`config.mk`:
```
export PLATFORM = sky130hd
export DESIGN_NAME = pll_reset_sequencer
export DESIGN_NICKNAME = d
export VERILOG_FILES = /design/src/rtl/pll_reset_sequencer.sv
export SDC_FILE = /design/constraint.sdc
export NUM_CORES = 1
export LEC_CHECK = 0
export ABC_CLOCK_PERIOD_IN_PS = 7200
export CELL_PAD_IN_SITES_DETAIL_PLACEMENT = 1
export CELL_PAD_IN_SITES_GLOBAL_PLACEMENT = 1
export CORE_MARGIN = 1.5
export CORE_UTILIZATION = 47
export CTS_CLUSTER_DIAMETER = 40
export DETAILED_ROUTE_END_ITERATION = 12
export GPL_TIMING_DRIVEN = 0
export PLACE_DENSITY_LB_ADDON = 0.1
export SYNTH_ARGS = -nofsm -noshare
export SYNTH_HDL_FRONTEND = slang
export SYNTH_SLANG_ARGS = --single-unit
```
`constraint.sdc`:
```
create_clock -name clock_in -period 7.2 [get_ports clock_in]
set_clock_uncertainty 0.1 [all_clocks]
set_input_delay 1.44 -clock clock_in [delete_from_list [all_inputs] [get_ports clock_in]]
set_output_delay 1.44 -clock clock_in [all_outputs]
set_load 0.005 [all_outputs]
```
`src/rtl/pll_reset_sequencer.sv`:
```
// Reset sequencer for an iCE40 PLL: pulses RESETB, waits for a stable lock, then
// releases the system reset. Runs on the reference clock so it survives PLL loss.
module pll_reset_sequencer #(
  parameter int SYNC_STAGES    = 2,
  parameter int STABLE_CYCLES  = 1200,
  parameter int LOCK_TIMEOUT   = 12000,
  parameter int PLL_RST_CYCLES = 12
) (
  input  logic       clock_in,
  input  logic       reset,
  input  logic       locked,
  output logic       pll_resetb,
  output logic       reset_out,
  output logic       ready,
  output logic [7:0] relock_count,
  output logic [7:0] retry_count
);

  localparam int MAX_AB  = (STABLE_CYCLES > LOCK_TIMEOUT) ? STABLE_CYCLES : LOCK_TIMEOUT;
  localparam int CNT_MAX = (MAX_AB > PLL_RST_CYCLES) ? MAX_AB : PLL_RST_CYCLES;
  localparam int CNT_W   = (CNT_MAX > 1) ? $clog2(CNT_MAX) : 1;

  localparam logic [CNT_W-1:0] RST_LAST     = CNT_W'(PLL_RST_CYCLES - 1);
  localparam logic [CNT_W-1:0] TIMEOUT_LAST = CNT_W'(LOCK_TIMEOUT - 1);
  localparam logic [CNT_W-1:0] STABLE_LAST  = CNT_W'(STABLE_CYCLES - 1);

  typedef enum logic [1:0] {
    PLL_RST,
    WAIT_LOCK,
    STABLE,
    RUN
  } state_t;

  state_t                   state;
  state_t                   state_next;
  logic [CNT_W-1:0]         cnt;
  logic                     cnt_inc;
  logic                     retry_hit;
  logic                     relock_hit;
  logic [SYNC_STAGES-1:0]   sync_q;
  logic                     lock_s;

  // NOTE: sequential state uses non-blocking assignments so every flop samples pre-edge values.
  always_ff @(posedge clock_in or posedge reset) begin
    if (reset) begin
      sync_q <= '0;
    end else begin
      sync_q <= {sync_q[SYNC_STAGES-2:0], locked};
    end
  end

  assign lock_s = sync_q[SYNC_STAGES-1];

  // NOTE: every always_comb output gets a default first, so no path can infer a latch.
  always_comb begin
    state_next = state;
    cnt_inc    = 1'b0;
    retry_hit  = 1'b0;
    relock_hit = 1'b0;
    case (state)
      PLL_RST: begin
        if (cnt == RST_LAST) state_next = WAIT_LOCK;
        else                 cnt_inc    = 1'b1;
      end
      WAIT_LOCK: begin
        // A lock arriving on the timeout cycle takes priority over a retry.
        if (lock_s) begin
          state_next = STABLE;
        end else if (cnt == TIMEOUT_LAST) begin
          state_next = PLL_RST;
          retry_hit  = 1'b1;
        end else begin
          cnt_inc = 1'b1;
        end
      end
      STABLE: begin
        if (!lock_s)                 state_next = WAIT_LOCK;
        else if (cnt == STABLE_LAST) state_next = RUN;
        else                         cnt_inc    = 1'b1;
      end
      RUN: begin
        // The PLL gets a fresh timeout to relock on its own before being reset.
        if (!lock_s) begin
          state_next = WAIT_LOCK;
          relock_hit = 1'b1;
        end
      end
      default: state_next = PLL_RST;
    endcase
  end

  // Outputs decode the next state so they move on the same edge as the state.
  always_ff @(posedge clock_in or posedge reset) begin
    if (reset) begin
      state        <= PLL_RST;
      cnt          <= '0;
      pll_resetb   <= 1'b0;
      ready        <= 1'b0;
      reset_out    <= 1'b1;
      relock_count <= 8'd0;
      retry_count  <= 8'd0;
    end else begin
      state <= state_next;
      if (state_next != state) cnt <= '0;
      else if (cnt_inc)        cnt <= cnt + CNT_W'(1);

      pll_resetb <= (state_next != PLL_RST);
      ready      <= (state_next == RUN);
      reset_out  <= (state_next != RUN);

      if (retry_hit && retry_count != 8'hFF)   retry_count  <= retry_count + 8'd1;
      if (relock_hit && relock_count != 8'hFF) relock_count <= relock_count + 8'd1;
    end
  end

endmodule

```
==> results.ini <==
[timing]
clock.fmax_ghz = 0.350
finalSetupTns_ns = 0
setup_violations = 0
fin_ws_ns = 4.35
tightestPinTransition_ns = 1.17
hold_viol = 0
rsz0062_at_grt = false
final_max_slew_viol_count = 0
post-route-period-util_pct = 39.6
relSlewSlack_pct = 22.1
finalCriticalPeriod_ns = 2.85

[floorplan]
ios = 22
die-width_um = 68.2
fp.dieH_um = 68.2
coreArea_sq_mm = 0.00406
num_rows = 23
dieArea_sq_mm = 0.00465
start_util_pct = 49.3

[worst_setup_path]
end_kind = flip-flop
crit_buf_inv = 2
cp.depth = 5
start_kind = flip-flop
cp_slowest_stage_delay_ns = 0.97
reg2reg_depth = 5
critPathSlowestCell = nor3b_1
path_cells = clkbuf_1, nor3b_1, inv_1, a311oi_2, mux2_2
cp_max_fo = 9
cp.required_ns = 7.28
path_class = flip-flop to flip-flop
crit_arrival_ns = 2.94
crit_family = simple AND/OR/NAND/NOR gates

[yosys]
ys.warnings.count = 0
synth_cell_types = 43
syn_nets = 205
synth-edff-count = 0
synth_area_sq_mm = 0.00200
ys_top_cells_by_area = dfrtp_1, xnor2_1, nand3_1
ys_ff_latch = 37
syn_avg_cell_area_sq_um = 10.0
ys.flop_type = dfrtp_1
async_flop_share_pct = 100
syn_inst = 199
synth_top_area_share_pct = 45.1
synth_top_cell_by_area = dfrtp_1
ys_seq_area_share_pct = 46.4

[job]
drv_cap = 0

[layout]
drive_gt1_share_pct = 7.02
area_growth_pct = 19.5
finalNetCount = 233
final_cells = 278
n_antenna_cell = 0
final_util_pct = 58.9
stdcell_area_sq_mm = 0.00239

[detailed_routing]
final_antenna_net_count = 0
routed_wl_um = 5030
wire_per_inst_um = 18.1
avgViaCountPerCell = 6.11
vias = 1698
firstDrtPassIters = 4
drc = 0
drtIter0Drc = 82

[global_route]
overflow = 0
grt_antenna_before_repair = 0
grtUsageTotal_pct = 24.7
grt_max_degree = 38
grt_pass1_vias = 1699
grt_pass1_wl_um = 8250

[clock_network]
clk_latency_ns = 0.29
ctsResizeCount = 0
htreeDepth = 2
post_cts.repair.setup_buffers = 0
clockBufferDepth = 2
path_clk_slew_ns = 0.07
cts_buffers = 5
tritoncts = done
cts_hold_buf = 0
cts-root-buf = clkbuf_8
clock-sinks = 37

[placed_design]
gp_congestion = 0.863
dp_cells = 270
dp_hpwl_um = 3620
dpl-instance-area_sq_mm = 0.00227
port_buffers = 21
pre_cts_ws_ns = 3.95

[pwr]
p_leak_nw = 0.989
p_per_area_mw_per_mm2 = 263
vdd_drop_max_mv = 0.159

[min_path]
min_delay_path_depth = 0
hp-class = flip-flop to flip-flop

[status]
status = complete, no violations

cell type report:
type,count,area (sq um)
clock inverter,1,30.0
inverter,6,22.5
buffer,6,23.8
timing repair buffer,21,210
multi-input combinational,150,1030
sequential,37,927
clock buffer,7,86.3
tap,50,62.6
fill,460,1670
state kept, by name, summed over array words and instances (netlist names):
signal and flops:
cnt 14, relock_count 8, retry_count 8, state 2, sync_q 2, pll_resetb 1
ready 1, reset_out 1
cells in the final DEF, fill, tap and decap left out, types with 7 or more instances in the layout:
master / n
nor2_1: 9
nand3_1: 17
o21ai_0: 8
clkdlybuf4s50_1: 21
nand2_1: 10
dfrtp_1: 36
a21oi_1: 10
nand4_1: 12
xnor2_1: 11
and3_1: 7
synth_stat cells (3+ instances only):
| cell | instances |
|---|---|
| a21o_1 | 5 |
| nand4_1 | 12 |
| o21ai_0 | 8 |
| nor3_1 | 6 |
| nor2_1 | 9 |
| xor2_1 | 3 |
| nand3_1 | 17 |
| and3_1 | 7 |
| ha_1 | 3 |
| mux2i_1 | 6 |
| nand2_1 | 10 |
| nand3b_1 | 5 |
| xnor2_1 | 11 |
| clkbuf_1 | 5 |
| a32oi_1 | 5 |
| and2_1 | 4 |
| dfrtp_1 | 36 |
| inv_1 | 6 |
| a21oi_1 | 10 |
layer usage:
layer	vias up	part of all wire, %	track usage [%]	wire [um]
li1	811	-	-	-
met1	840	47	33.2	2370
met2	39	47	39.0	2380
met3	8	3.9	5.43	195
met4	0	1.5	9.50	74
met5	-	0	0	0
cells by family after synthesis:
group	count (synthesis)	share of synthesized area, %
xor gates and xnor gates	14	6.13
AOI/OAI and AO/OA	44	16.4
adders and majority gates	3	1.88
buffers and inverters	12	2.32
and+or+nand+nor	81	22.8
muxes	8	4.13
DFF	37	46.4
power by group:
| part | internal (mW) | leakage [nW] | switching (mW) |
|---|---|---|---|
| sequential | 0.235 | 0.492 | 0.0246 |
| clock | 0.113 | 0.0585 | 0.0748 |
| combinational | 0.0738 | 0.439 | 0.107 |
final timing paths:
kind,from,end,slack (ns)
worst max-delay path,sync_q[1],retry_count[1],4.35
worst min-delay path,sync_q[0],sync_q[1],0.25
worst max register to register,sync_q[1],retry_count[1],4.35
worst min register to register,sync_q[0],sync_q[1],0.25
max in group asynchronous,reset,cnt[2],5.01
min in group asynchronous,reset,retry_count[3],1.51
through the flow:
| step | power, mW | hold slack, ns |
|---|---|---|
| detailed placement | 0.443 | 0.237 |
| global route | 0.663 | 0.264 |
| finish | 0.629 | 0.250 |
| global placement | 0.430 | 0.240 |
| floorplan | 0.370 | 0.231 |
| CTS | 0.632 | 0.254 |
worst register-to-register path: cells and delay by family (launching register included):
family	cells	cell delay, ns
compound gates	1	0.59
buf+inv	2	0.32
flops	1	0.36
mux	1	0.40
simple gates	1	0.97
No activity file was read; power rests on OpenSTA's default activity.
